### config.mk
export PLATFORM = sky130hd
export DESIGN_NAME = sd_cmd_host_regs
export DESIGN_NICKNAME = d
export VERILOG_FILES = /design/src/rtl/sd_cmd_host_regs.sv
export SDC_FILE = /design/constraint.sdc
export NUM_CORES = 1
export LEC_CHECK = 0
export ABC_CLOCK_PERIOD_IN_PS = 1950
export CAP_MARGIN = 0
export CORE_MARGIN = 3
export CORE_UTILIZATION = 54
export CTS_CLUSTER_DIAMETER = 150
export DETAILED_ROUTE_END_ITERATION = 8
export DONT_BUFFER_PORTS = 1
export GPL_ROUTABILITY_DRIVEN = 1
export PLACE_DENSITY = 0.72
export SKIP_CTS_REPAIR_TIMING = 1
export SYNTH_ARGS = -nofsm -noshare
export SYNTH_HDL_FRONTEND = slang
export SYNTH_SLANG_ARGS = --single-unit
### constraint.sdc
create_clock -name clock -period 1.95 [get_ports clock]
set_input_delay 0.0975 -clock clock [delete_from_list [all_inputs] [get_ports clock]]
set_output_delay 0.0975 -clock clock [all_outputs]
set_load 0.005 [all_outputs]
### src/rtl/sd_cmd_host_regs.sv
`default_nettype none
// ============================================================================
// Module   : sd_cmd_host_regs
// Brief    : Register front-end and command sequencer for the SD CMD engine.
// Revision : 1.0 - initial release
// ============================================================================
module sd_cmd_host_regs #(
    parameter int TIMEOUT_CYCLES = 4096,
    parameter int CNT_W          = 13
) (
    input  logic         clock,
    input  logic         reset,
    input  logic [3:0]   reg_addr,
    input  logic         reg_wr,
    input  logic [31:0]  reg_wdata,
    output logic [31:0]  reg_rdata,
    output logic         irq,
    output logic         new_command,
    output logic [31:0]  cmd_argument,
    output logic [5:0]   cmd_index,
    output logic         timeout_enable,
    output logic         no_response,
    input  logic [127:0] response,
    input  logic         enable_response,
    output logic         ack_response,
    input  logic         enable_command_complete,
    output logic         ack_command_complete
);

    localparam logic [3:0] c_ADDR_ARG  = 4'd0;
    localparam logic [3:0] c_ADDR_CMD  = 4'd1;
    localparam logic [3:0] c_ADDR_R0   = 4'd2;
    localparam logic [3:0] c_ADDR_R1   = 4'd3;
    localparam logic [3:0] c_ADDR_R2   = 4'd4;
    localparam logic [3:0] c_ADDR_R3   = 4'd5;
    localparam logic [3:0] c_ADDR_ST   = 4'd6;
    localparam logic [3:0] c_ADDR_IST  = 4'd7;
    localparam logic [3:0] c_ADDR_IEN  = 4'd8;

    localparam logic [CNT_W-1:0] c_CNT_LAST = CNT_W'(TIMEOUT_CYCLES - 1);

    typedef enum logic [2:0] {
        S_IDLE     = 3'd0,
        S_ISSUE    = 3'd1,
        S_WAIT     = 3'd2,
        S_RESP_ACK = 3'd3,
        S_DONE_ACK = 3'd4
    } state_t;

    state_t             r_state;
    state_t             w_next;

    logic [31:0]        r_argument;
    logic [9:0]         r_command;
    logic [127:0]       r_resp;
    logic [3:0]         r_int_status;
    logic [3:0]         r_int_enable;
    logic [CNT_W-1:0]   r_cnt;
    logic               r_ack_resp;
    logic               r_ack_done;
    logic               r_irq;
    logic [31:0]        r_cmd_arg;
    logic [5:0]         r_cmd_idx;
    logic               r_tmo_en;
    logic               r_no_resp;

    logic               w_wr_arg;
    logic               w_wr_cmd;
    logic               w_wr_ist;
    logic               w_wr_ien;
    logic               w_busy;
    logic               w_launch;
    logic               w_capture;
    logic               w_cnt_clr;
    logic [3:0]         w_set;
    logic [3:0]         w_w1c;

    assign w_wr_arg = reg_wr && (reg_addr == c_ADDR_ARG);
    assign w_wr_cmd = reg_wr && (reg_addr == c_ADDR_CMD);
    assign w_wr_ist = reg_wr && (reg_addr == c_ADDR_IST);
    assign w_wr_ien = reg_wr && (reg_addr == c_ADDR_IEN);
    assign w_busy   = (r_state != S_IDLE);
    assign w_w1c    = w_wr_ist ? reg_wdata[3:0] : 4'b0000;

    // ------------------------------------------------------------------
    // State register
    // ------------------------------------------------------------------
    always_ff @(posedge clock) begin
        if (reset) begin
            r_state <= S_IDLE;
        end else begin
            r_state <= w_next;
        end
    end

    // ------------------------------------------------------------------
    // Next-state and per-cycle control
    // ------------------------------------------------------------------
    always_comb begin
        w_next    = r_state;
        w_launch  = 1'b0;
        w_capture = 1'b0;
        w_cnt_clr = 1'b0;
        w_set     = 4'b0000;
        w_set[3]  = w_wr_cmd && w_busy;
        case (r_state)
            S_IDLE: begin
                if (w_wr_cmd) begin
                    w_launch = 1'b1;
                    w_next   = S_ISSUE;
                end
            end
            S_ISSUE: begin
                w_cnt_clr = 1'b1;
                w_next    = S_WAIT;
            end
            S_WAIT: begin
                // Response takes precedence over completion; a response
                // request on a no-response command is never serviced.
                if (enable_response && !r_no_resp) begin
                    w_capture = 1'b1;
                    w_set[1]  = 1'b1;
                    w_next    = S_RESP_ACK;
                end else if (enable_command_complete) begin
                    w_next = S_DONE_ACK;
                end else if (r_cnt == c_CNT_LAST) begin
                    w_set[2] = 1'b1;
                    w_next   = S_IDLE;
                end
            end
            S_RESP_ACK: begin
                if (!enable_response) begin
                    w_cnt_clr = 1'b1;
                    w_next    = S_WAIT;
                end
            end
            S_DONE_ACK: begin
                if (!enable_command_complete) begin
                    w_set[0] = 1'b1;
                    w_next   = S_IDLE;
                end
            end
            default: begin
                w_next = S_IDLE;
            end
        endcase
    end

    // ------------------------------------------------------------------
    // Registers, datapath and handshake outputs
    // ------------------------------------------------------------------
    always_ff @(posedge clock) begin
        if (reset) begin
            r_argument   <= 32'd0;
            r_command    <= 10'd0;
            r_resp       <= 128'd0;
            r_int_status <= 4'd0;
            r_int_enable <= 4'd0;
            r_cnt        <= '0;
            r_ack_resp   <= 1'b0;
            r_ack_done   <= 1'b0;
            r_irq        <= 1'b0;
            r_cmd_arg    <= 32'd0;
            r_cmd_idx    <= 6'd0;
            r_tmo_en     <= 1'b0;
            r_no_resp    <= 1'b0;
        end else begin
            if (w_wr_arg) begin
                r_argument <= reg_wdata;
            end
            if (w_wr_ien) begin
                r_int_enable <= reg_wdata[3:0];
            end
            if (w_launch) begin
                r_command <= {reg_wdata[9:8], 2'b00, reg_wdata[5:0]};
                r_cmd_idx <= reg_wdata[5:0];
                r_no_resp <= reg_wdata[8];
                r_tmo_en  <= reg_wdata[9];
                r_cmd_arg <= r_argument;
            end
            if (w_capture) begin
                r_resp <= response;
            end
            if (w_cnt_clr) begin
                r_cnt <= '0;
            end else if (r_state == S_WAIT) begin
                r_cnt <= r_cnt + 1'b1;
            end
            // Hardware set is applied after the clear so it wins a collision.
            r_int_status <= (r_int_status & ~w_w1c) | w_set;
            r_irq        <= |(r_int_status & r_int_enable);
            r_ack_resp   <= (w_next == S_RESP_ACK);
            r_ack_done   <= (w_next == S_DONE_ACK);
        end
    end

    // ------------------------------------------------------------------
    // Read mux
    // ------------------------------------------------------------------
    always_comb begin
        reg_rdata = 32'd0;
        case (reg_addr)
            c_ADDR_ARG: reg_rdata = r_argument;
            c_ADDR_CMD: reg_rdata = {22'd0, r_command};
            c_ADDR_R0:  reg_rdata = r_resp[31:0];
            c_ADDR_R1:  reg_rdata = r_resp[63:32];
            c_ADDR_R2:  reg_rdata = r_resp[95:64];
            c_ADDR_R3:  reg_rdata = r_resp[127:96];
            c_ADDR_ST:  reg_rdata = {31'd0, w_busy};
            c_ADDR_IST: reg_rdata = {28'd0, r_int_status};
            c_ADDR_IEN: reg_rdata = {28'd0, r_int_enable};
            default:    reg_rdata = 32'd0;
        endcase
    end

    assign new_command          = (r_state == S_ISSUE);
    assign cmd_argument         = r_cmd_arg;
    assign cmd_index            = r_cmd_idx;
    assign timeout_enable       = r_tmo_en;
    assign no_response          = r_no_resp;
    assign ack_response         = r_ack_resp;
    assign ack_command_complete = r_ack_done;
    assign irq                  = r_irq;

endmodule
`default_nettype wire

Word level (Yosys, flattened, before mapping)
Cells that the tools add are included.

Bits in registers: 235. Latch bits: 0. RAM bits: 0. ROM bits: 0. Input bits: 169. Output and inout bits: 76. Memories: 0.

Add/subtract/negate cells: 1. Multiply operators: 0. Div/mod/pow operators: 0. Magnitude comparators: 0. Eq/ne operators: 15. Shift-type cells: 0. Multiplexer cells: 21. Bitwise logic cells: 4. Reductions and logical operators: 12.

Operator list (count): $pmux 32 s9 (1); $mux 3 (6); $eq 4x3->1 const B (4); $pmux 3 s5 (1); $add 13x1->13 const B (1); $eq 13x12->1 const B (1); $mux 1 (10); $eq 3x2->1 const B (3); $and 4x4->4 (2); $eq 4x2->1 const B (2); $eq 3x3->1 const B (2); $logic_and 1x1->1 (6); $eq 4x1->1 const B (1); $eq 4x4->1 const B (1); $logic_not 4->1 (1); $mux 4 (1); $not 4->4 (1); $or 4x4->4 (1); $reduce_or 4->1 (1); $eq 3x1->1 const B (1); $logic_not 3->1 (1); $reduce_bool 3->1 (1); $mux 2 (1); $pmux 1 s2 (1); 2 further kinds (2).

Depth between registers and ports, before layout
Gate-level depths: netlist of run 1.

Word-level depth: 6. Depth in mapped cells: 8. Depth with buffers taken out: 5.

Worst setup path after synthesis of run 1
No wires, ideal clock.

Path kind: register -> register. Start point: register r_state[0]. End point: register r_cnt[11]. Library setup time: 71 ps. Arrival time: 1755 ps. Required time: 1879 ps. Setup slack: 125 ps. Cell stages (with the launch flop): 6. Path buffers: 1. Period minus slack after synthesis: 1825 ps. Path through: dfxtp_1 -> buf_6 -> or3b_1 -> or4_4 -> or3_1 -> a21oi_1.

Word-level cells in the longest chain between the ends: 3.

RTL lines: from (decl) (line 50) `state_t r_state;`; from (signal assigned) (line 92) `r_state <= w_next;`; $eq 3x2->1 / $eq 3x1->1 (equally long branches) (line 106) `case (r_state)`; $pmux 1 s2 (line 106); $reduce_or 2->1 (no source line); to (signal assigned) (line 187) `r_cnt <= r_cnt + 1'b1;`; to (decl) (line 58) `logic [CNT_W-1:0] r_cnt;`.

Parallel ways exist; a longest one is shown, timed or not. A chain may end at the register's enable or synchronous reset.

Worst setup path in the final report of run 1
Start point: register r_state[2]. End point: output port reg_rdata[0].

Word-level cells in the longest chain between the ends: 2.

RTL lines: $reduce_bool 3->1 (line 82) `assign w_busy = (r_state != S_IDLE);`; $pmux 32 s9 (line 202) `case (reg_addr)`; to (decl) (line 16) `output logic [31:0] reg_rdata,`.

No other way between the ends.

==> qor.txt, run 1 <==
Iteration-0 DRC Markers: 918
Hold_ws: -0.304 ns
Max_slew headroom: 54.8%
Min-Delay Path Class: in -> reg
FMAX: 447 MHz
Fin. max-slew vios: 0
Worst Path Max Fanout: 4
Startpoint types: flip-flop
Critical path's top delay family: multiplexers
Row count: 46
Minimum clock period: 2.24 ns
Routed Antenna Nets: 0
Final setup viols: 1
Hold path start: reset
Worst setup path start: r_state[2]
CTS Buffer Depth: 3
Initial antenna violation count: 1
Die extent in y: 135 um
EDFF count, synth: 0
Syn avg cell area: 7.71 sq um
Sequential area share after synthesis: 50.6%
Critical Path AT: 2.14 ns
Req. time, crit path: 1.85 ns
Clock-pin slew on the worst setup and hold paths: 0.06 ns
First-pass GRT wire length: 39.2 mm
DRT Pass-1 Iters: 6
Final nets: 1486
Area after DPL: 9250 sq um
Critical path endpoint category: primary output
Post-Layout Inst Area: 12000 sq um
Crit path cell chain: buf_6 -> or3_4 -> mux4_2 -> a221o_1
Power per standard cell area: 825 nW/um^2
Buf+Inv Stages, Crit Path: 1
#FFs+latches synth: 227
Max cap viols: 0
Core area: 16100 sq um
Via density: 5.85
Gpl congestion: 0.876
Setup ws final: -0.285 ns
Max incr delay on CP: 0.46 ns
# fillers: 1143
Gr usage total: 26.8%
Final period utilization: 115%
Distinct cells, synth: 40
Num ports: 245
Status: complete, but fails checks
Max VDD drop: 0.728 mV
PortBufs: 0
Wirelength, routed: 30.2 mm
Asr flop ratio synth: 0%
Reg-to-reg startpoint: r_state[0]
Post-DP HPWL: 17.3 mm
Die area: 18200 sq um
Largest net degree at the start of global routing: 215
Skew final: 0.0228 ns
Die X-Extent: 135 um
Cells after Synth: 1166
Clock latency at the later pin of the worst-skew pair: 0.52 ns
CTS sink cnt: 227
Area growth, synth to finish: 33.6%
Setup CP Type: reg -> out
Starting Density: 56.0%
Fin. Hold Viols: 172
Synthesized cell area: 8990 sq um
Synthesized Nets: 1336
Worst slew pin tran: 0.677 ns
Prevailing post-synth register cell: dfxtp_1
Cell leakage power: 4.14 nW
TritonCTS clock tree: done
Vias in the first global route: 7267
GRT Residual Overflow: 0
Failing checks: negative hold slack, negative setup slack
Diode count: 0
DRC Markers: 0
Share of cells above drive strength 1: 6.45%
Slowest-stage cell, CP: mux4_2
WL per Instance: 19.5 um
Cts bufs inserted: 24
Via count: 9063
Clock root buffer: clkbuf_16
Synth warnings: 0
RSZ-0062 raised after global routing: yes
Final setup TNS: -0.285 ns
CTS H-tree lvls: 1
-- layer usage --
layer | vias up | global-route usage (%) | routed length (um)
li1 | 4267 | - | -
met2 | 478 | 38.5 | 13900
met4 | 2 | 6.94 | 713
met1 | 4239 | 38.9 | 12600
met5 | - | 0 | 13
met3 | 77 | 8.83 | 3000
-- cell usage after synthesis, drive strengths merged (5+ instances only) --
| master | instances | area (sq um) |
|---|---|---|
| nand2 | 441 | 1660 |
| dfxtp | 227 | 4540 |
| a21oi | 215 | 1080 |
| clkbuf | 70 | 263 |
| a22oi | 54 | 405 |
| nand3 | 28 | 140 |
| buf | 23 | 119 |
| a222oi | 18 | 180 |
| nor2 | 15 | 56.3 |
| nor3 | 9 | 45.0 |
| xnor2 | 7 | 61.3 |
| nor4b | 6 | 52.6 |
| nor4 | 5 | 31.3 |
-- worst paths after layout --
kind	slack (ns)	depth (start not counted)	end
max	-0.29	4	reg_rdata[0]
min	-0.30	1	r_resp[0]
max reg2reg	0.02	6	ack_response
min reg2reg	0.45	2	r_resp[106]
-- kinds of logic after synthesis --
group,Yosys count,synth area share [%]
and+or+nand+nor,532,24.3
AOI/OAI and AO/OA,300,19.5
DFF,227,50.6
buffers and inverters,96,4.37
xor gates and xnor gates,9,0.877
muxes,1,0.251
adders and majority gates,1,0.139
-- worst register-to-register path, stage by stage (launching register included) --
cell           delay [ns]
dfxtp_1              0.33
buf_4                0.17
nor2_1               0.17
a32oi_1              0.12
nor3_1               0.18
dlygate4sd3_1        0.60
nor3b_1              0.27
-- cell usage in the layout (no fill, tap or decap), types with 4 or more instances in the layout --
master	instances
buf_4	19
clkbuf_1	5
a21oi_1	213
nand4_1	4
nor2_1	14
o21ai_0	4
nand2_1	440
dlygate4sd3_1	188
xnor2_1	7
nor4_1	4
a22oi_1	54
a222oi_1	18
buf_12	9
nor3_1	8
nand3_1	28
nand2b_1	4
clkbuf_8	7
dfxtp_1	225
clkbuf_16	25
-- power breakdown --
part	leakage, nW	switching, W	internal, W	total, W
sequential	1.83	0.0000259	0.00466	0.00469
combinational	1.91	0.000180	0.000272	0.000452
clock	0.405	0.00189	0.00288	0.00476
-- sequential cells by signal, summed over array words and instances, names as in the netlist --
signal                count
r_command                 2
timeout_enable            1
r_int_enable              4
r_state                   3
cmd_argument             32
r_resp                  128
r_cnt                    13
r_argument               32
irq                       1
ack_response              1
cmd_index                 5
ack_command_complete      1
r_int_status              4
-- through the flow --
| step | setup WS [ns] | instances | power, W | utilization (%) | hold WS [ns] |
|---|---|---|---|---|---|
| 2_1_floorplan | 0.125 | 1166 | 0.00496 | - | 0.233 |
| 3_3_place_gp | 0.190 | 1316 | 0.00495 | 57.6 | 0.182 |
| 3_5_place_dp | 0.133 | 1316 | 0.00495 | 57.6 | 0.187 |
| 4_1_cts | -0.359 | 1360 | 0.00962 | 62.8 | -0.355 |
| 5_1_grt | -0.306 | 1550 | 0.0102 | 74.8 | -0.352 |
| 6_report | -0.285 | 1550 | 0.00990 | 74.8 | -0.304 |
-- cell type report --
| type | instances | area (sq um) | area share (%) |
|---|---|---|---|
| inverters | 3 | 11.3 | 0.0938 |
| clock buffers | 37 | 741 | 6.17 |
| multi-input cells | 843 | 4130 | 34.4 |
| well taps | 216 | 270 | 2.25 |
| clock inverters | 7 | 90.1 | 0.750 |
| repair buffers | 217 | 2220 | 18.4 |
| flip-flops and latches | 227 | 4550 | 37.9 |
Note: power is estimated with default switching activity, not from simulation.
==> run 2, diff against run 1 <==
- CTS_BUF_LIST: unset -> sky130_fd_sc_hd__clkbuf_8
- PLACE_DENSITY: 0.72 -> 0.7
==> run 2 against run 1 <==
The flow still finishes with violations (negative hold slack, negative setup slack). Register-to-register slack better by 0.10 ns. Design area down 9.2%. Critical path depth unchanged. Sequential cell count unchanged. Via count down 6.3%. Largest cell class unchanged. First-iteration DRC count down 7.7%. Hold slack worse by 0.027 ns. Cell count down 5.2%. Sequential share of layout area up 3.8 points. Maximum frequency up 0.51%. Highest routed layer is now met4. Die area unchanged.
==> qor.txt, run 2 (synthesis gave the netlist of run 1 again) <==
First-pass GRT wire length: 39.8 mm (+1.4%)
TritonCTS clock tree: done
Final setup viols: 1 (unchanged)
Commonest non-fill, non-tap cells in the layout: 440 x nand2_1, 225 x dfxtp_1, 214 x a21oi_1, 85 x dlygate4sd3_1, 54 x a22oi_1
Biggest register: r_resp
Status: complete, but fails checks
Iteration-0 DRC Markers: 847 (-7.7%)
Initial antenna violation count: 0 (-1)
Req. time, crit path: 1.85 ns (about the same)
Final nets: 1398 (-5.9%)
Worst slew pin tran: 0.540 ns (-0.137 ns)
Commonest non-fill, non-tap cell in the layout: nand2_1
Routed Antenna Nets: 0 (unchanged)
Post-Layout Inst Area: 10900 sq um (-9.2%)
Worst setup path start: r_state[1]
Pre-CTS WS: 0.154 ns (+0.0213 ns)
Setup CP Type: reg -> out
GRT Residual Overflow: 0 (unchanged)
Die extent in y: 135 um (unchanged)
WL per Instance: 18.8 um (-3.2%)
Fin cells: 1470 (-5.2%)
Worst Path Max Fanout: 7 (+3)
Largest net degree at the start of global routing: 215 (unchanged)
Hold_ws: -0.331 ns (-0.0272 ns)
PortBufs: 0 (unchanged)
Worst R2R Setup Slack: 0.12 ns (+0.10 ns)
DP Cell Count: 1318 (+0.15%)
Clock-pin slew on the worst setup and hold paths: 0.06 ns (about the same)
Reg-to-reg startpoint: r_state[2]
Max cap viols: 0 (unchanged)
Max_slew headroom: 64.0% (+9.2 points)
Failing checks: negative hold slack, negative setup slack
Power per standard cell area: 837 nW/um^2 (+1.5%)
Critical path endpoint category: primary output
Hold Path Stages: 1 (unchanged)
FMAX: 450 MHz (+0.51%)
Clock root buffer: clkbuf_8
Final Util: 67.9% (-6.9 points)
Share of cells above drive strength 1: 7.58% (+1.1 points)
CTS Buffer Depth: 3 (unchanged)
# fillers: 1408 (+23%)
Row count: 46 (unchanged)
Clock latency at the later pin of the worst-skew pair: 0.51 ns (about the same)
Fin. max-slew vios: 0 (unchanged)
Area after DPL: 9260 sq um (about the same)
Setup ws final: -0.274 ns (+0.0114 ns)
Hold path start: reset
Gpl congestion: 0.852 (-2.7%)
Die area: 18200 sq um (unchanged)
R2r endpoint: r_resp[116]
Critical Path AT: 2.13 ns (about the same)
Final setup TNS: -0.274 ns (+0.0114 ns)
Max VDD drop: 0.882 mV (+21%)
Num ports: 245 (unchanged)
Gr usage total: 27.3% (+0.53 points)
Core area: 16100 sq um (unchanged)
Cell leakage power: 3.77 nW (-8.8%)
Skew final: 0.0154 ns (-0.00745 ns)
Cts bufs inserted: 38 (+58%)
Minimum clock period: 2.22 ns (-0.0114 ns)
CTS H-tree lvls: 2 (+1)
Reg2reg path depth: 6 (unchanged)
Largest register FFs: 128 (unchanged)
Wirelength, routed: 27.7 mm (-8.2%)
Fin. Hold Viols: 171 (-0.58%)
Die X-Extent: 135 um (unchanged)
RSZ-0062 raised after global routing: yes
Startpoint types: flip-flop
Area growth, synth to finish: 21.3%
Post-DP HPWL: 17.5 mm (+1.0%)
Starting Density: 56.0% (unchanged)
Diode count: 0 (unchanged)
Min-Delay Path Class: in -> reg
Vias in the first global route: 7301 (+0.47%)
DRC Markers: 0 (unchanged)
Via density: 5.77 (-1.2%)
Via count: 8488 (-6.3%)
DRT Pass-1 Iters: 5 (-1)
CTS sink cnt: 227 (unchanged)
Final period utilization: 114% (-0.59 points)
Endpoint, Worst Hold: r_resp[1]
==> run 2: area by class of cell <==
cell class	instances	area, sq um	area share [%]
clock buffer	45	619	5.68
clock inverter	21	133	1.22
inverter	3	11.3	0.103
multi-input combinational	843	4130	37.9
sequential	227	4550	41.7
tap	216	270	2.48
timing repair buffer	115	1190	10.9
==> run 2: worst max-delay path by stage <==
stage | endpoint | slack (ns) | cells past startpoint
3_3_place_gp | r_cnt[11] | 0.20 | 4
5_1_grt | reg_rdata[0] | -0.33 | 4
4_1_cts | reg_rdata[0] | -0.37 | 4
2_1_floorplan | r_cnt[11] | 0.12 | 5
6_report | reg_rdata[0] | -0.27 | 4
3_5_place_dp | r_cnt[11] | 0.15 | 4
==> run 2: power breakdown <==
part | switching, W | internal, W | leakage (nW)
combinational | 0.000123 | 0.000133 | 1.49
clock | 0.00184 | 0.00234 | 0.452
sequential | 0.0000243 | 0.00467 | 1.83
==> run 2: per-stage QoR <==
stage	total power (W)	hold slack [ns]
floorplan	0.00496	0.233
global placement	0.00495	0.184
detailed placement	0.00495	0.187
CTS	0.00909	-0.368
global route	0.00943	-0.366
finish	0.00913	-0.331
==> run 2: worst max-delay path: stages (launching register included) <==
cell and delay, ns:
dfxtp_2 0.32, buf_6 0.12, or3_4 0.37, mux4_2 0.46, a221o_1 0.34
==> run 2: per-layer routing <==
layer	global-route usage [%]	share of wire, %	routed length (um)
met2	37.7	43	12000
met1	40.1	42	11700
met3	9.80	12	3370
met5	0	0	0
met4	8.23	2.2	606
==> run 3, diff against run 2 <==
- ABC_AREA: unset -> 1
==> run 3 against run 2 <==
The flow now finishes without violations. Non-clock buffer count is 71 higher. Clock power is 4% lower. Core utilization is 2.9 points higher. Highest routed layer unchanged. Sequential share of layout area is 3.5 points lower. Critical path type unchanged. Largest power group unchanged. Critical endpoint unchanged. Largest cell class unchanged.
==> qor.txt, run 3 <==
Status: completed
Asr flop ratio synth: 0% (unchanged)
Routed Antenna Nets: 0 (unchanged)
Largest register FFs: 128 (unchanged)
Die area: 19000 sq um (+4.5%)
Req. time, crit path: 1.85 ns (about the same)
Fin. Hold Viols: 0 (-100%)
Vias in the first global route: 7787 (+6.7%)
Overall power: 0.00936 W (+2.6%)
Share of cells above drive strength 1: 7.80% (+0.23 points)
Critical path endpoint category: primary output
Worst Path Max Fanout: 7 (unchanged)
Worst slew pin tran: 0.594 ns (+0.0538 ns)
PortBufs: 0 (unchanged)
Cells after Synth: 1291 (+11%)
Worst R2R Setup Slack: 0.24 ns (+0.12 ns)
Synthesized Nets: 1461 (+9.4%)
Row count: 47 (+2.2%)
Biggest register: r_resp
Slowest-stage cell, CP: dfxtp_1
TritonCTS clock tree: done
CTS H-tree lvls: 2 (unchanged)
Cell leakage power: 4.93 nW (+31%)
Iteration-0 DRC Markers: 543 (-36%)
Startpoint types: flip-flop
Hold path start: enable_response
Starting Density: 55.9% (about the same)
Post-Layout Inst Area: 11900 sq um (+9.1%)
Final setup TNS: 0 ns (+0.274 ns)
Critical path's most frequent cell: nand2_1
DRC Markers: 0 (unchanged)
Area share of the largest cell type after synthesis: 48.3% (-2.3 points)
Max cap viols: 0 (unchanged)
Num ports: 245 (unchanged)
WL per Instance: 17.9 um (-5.0%)
Crit path cell chain: inv_1 -> nand2_1 -> nand3_1 -> nand2_1 -> a21oi_1 -> nand2_1
Clock-pin slew on the worst setup and hold paths: 0.06 ns (about the same)
Final setup viols: 0 (-1)
Cts bufs inserted: 38 (unchanged)
First-pass GRT wire length: 41.6 mm (+4.5%)
Gpl congestion: 0.931 (+9.2%)
Largest net degree at the start of global routing: 124 (-42%)
Max incr delay on CP: 0.47 ns (about the same)
Prevailing post-synth register cell: dfxtp_1
CTS sink cnt: 227 (unchanged)
Wirelength, routed: 30.1 mm (+8.7%)
Final nets: 1606 (+15%)
Min-Delay Path Class: in -> reg
Via density: 5.50 (-4.8%)
Max VDD drop: 0.688 mV (-22%)
Clock latency at the later pin of the worst-skew pair: 0.53 ns (+0.02 ns)
#FFs+latches synth: 227 (unchanged)
Critical Path AT: 1.63 ns (-0.50 ns)
Core area: 16800 sq um (+4.7%)
Reg-to-reg startpoint: r_command[8]
Die X-Extent: 138 um (+2.2%)
Gr usage total: 26.7% (-0.61 points)
DRT Pass-1 Iters: 5 (unchanged)
GRT Residual Overflow: 0 (unchanged)
Cell with the most instances after synthesis: nor2_1
Initial antenna violation count: 0 (unchanged)
Most frequent cells after synthesis: 276 x nor2_1, 227 x dfxtp_1, 195 x nand2_1
Sequential area share after synthesis: 48.3% (-2.3 points)
Synth top area cells: dfxtp_1 48%, nor2_1 11%, o21ai_0 9.7%
EDFF count, synth: 0 (unchanged)
Distinct cells, synth: 31 (-23%)
Commonest non-fill, non-tap cell in the layout: nor2_1
Post-DP HPWL: 18.7 mm (+6.9%)
Area growth, synth to finish: 26.4%
Final period utilization: 88.8% (-25 points)
Fin. max-slew vios: 0 (unchanged)
Die extent in y: 138 um (+2.2%)
Minimum clock period: 1.73 ns (-0.493 ns)
Area after DPL: 9490 sq um (+2.6%)
Commonest non-fill, non-tap cells in the layout: 276 x nor2_1, 227 x dfxtp_1, 195 x nand2_1, 183 x o21ai_0, 168 x dlygate4sd3_1
Via count: 9244 (+8.9%)
CTS Buffer Depth: 3 (unchanged)
Clock root buffer: clkbuf_8
Synth warnings: 0 (unchanged)
Power per standard cell area: 787 nW/um^2 (-6.0%)
Worst setup path start: r_state[1]
Max_slew headroom: 60.4% (-3.6 points)
Skew final: 0.0200 ns (+0.00467 ns)
Setup CP Type: reg -> out
Area leader, netlist: dfxtp_1
Syn avg cell area: 7.29 sq um (-5.5%)
RSZ-0062 raised after global routing: no
Synthesized cell area: 9410 sq um (+4.7%)
FMAX: 578 MHz (+28%)
run 3: cell types whose count changed in the layout (fill, tap and decap cells not counted), moves of 54 or more:
cell	delta
a21oi_1	-123
a22oi_1	-54
dlygate4sd3_1	+83
inv_1	+75
nand2_1	-245
nor2_1	+262
o21ai_0	+179
run 3: stage by stage:
stage | std cells | worst slack, ns | utilization (%) | hold WS (ns)
2_1_floorplan | 1291 | 0.668 | - | 0.232
3_3_place_gp | 1448 | 0.308 | 56.4 | 0.169
3_5_place_dp | 1448 | 0.301 | 56.4 | 0.173
4_1_cts | 1513 | 0.213 | 60.7 | -0.393
5_1_grt | 1681 | 0.0838 | 70.7 | 0.0612
6_report | 1682 | 0.219 | 70.7 | 0.0379
run 3: area by class of cell:
type | count | area [sq um]
well taps | 220 | 275
diodes | 1 | 2.50
flip-flops and latches | 227 | 4540
fillers | 1328 | 4920
inverters | 89 | 339
clock buffers | 47 | 647
clock inverters | 18 | 73.8
repair buffers | 186 | 1930
multi-input cells | 894 | 4090
run 3: per-layer routing:
metal | up-vias | GRT usage (%) | share of wire [%]
li1 | 4498 | - | -
met1 | 4237 | 33.0 | 39
met2 | 420 | 43.5 | 49
met3 | 89 | 7.29 | 7.6
met4 | 0 | 12.6 | 4.7
met5 | - | 0 | 0
run 3: worst paths after layout:
path	to	cells past startpoint
setup / recovery	reg_rdata[0]	6
hold / removal	r_int_status[2]	5
setup reg to reg	r_resp[27]	7
hold reg to reg	r_resp[51]	2
run 3: worst max-delay path, delay by kind of cell (launching register included):
family | cells | cell delay, ns
DFF | 1 | 0.47
AOI/OAI and AO/OA | 1 | 0.04
and+or+nand+nor | 4 | 0.52
buffers and inverters | 1 | 0.09
run 3: report_power, final:
group | internal [W] | leakage (nW) | switching [W]
Combinational | 0.000309 | 2.67 | 0.000301
Clock | 0.00216 | 0.426 | 0.00184
Sequential | 0.00471 | 1.83 | 0.0000414
run 3: logic make-up after synthesis:
| family | share of synthesized area (%) |
|---|---|
| compound gates | 20.3 |
| fa+ha+maj | 0.133 |
| flops | 48.3 |
| simple gates | 22.8 |
| buf+inv | 8.34 |
| xor+xnor | 0.0931 |
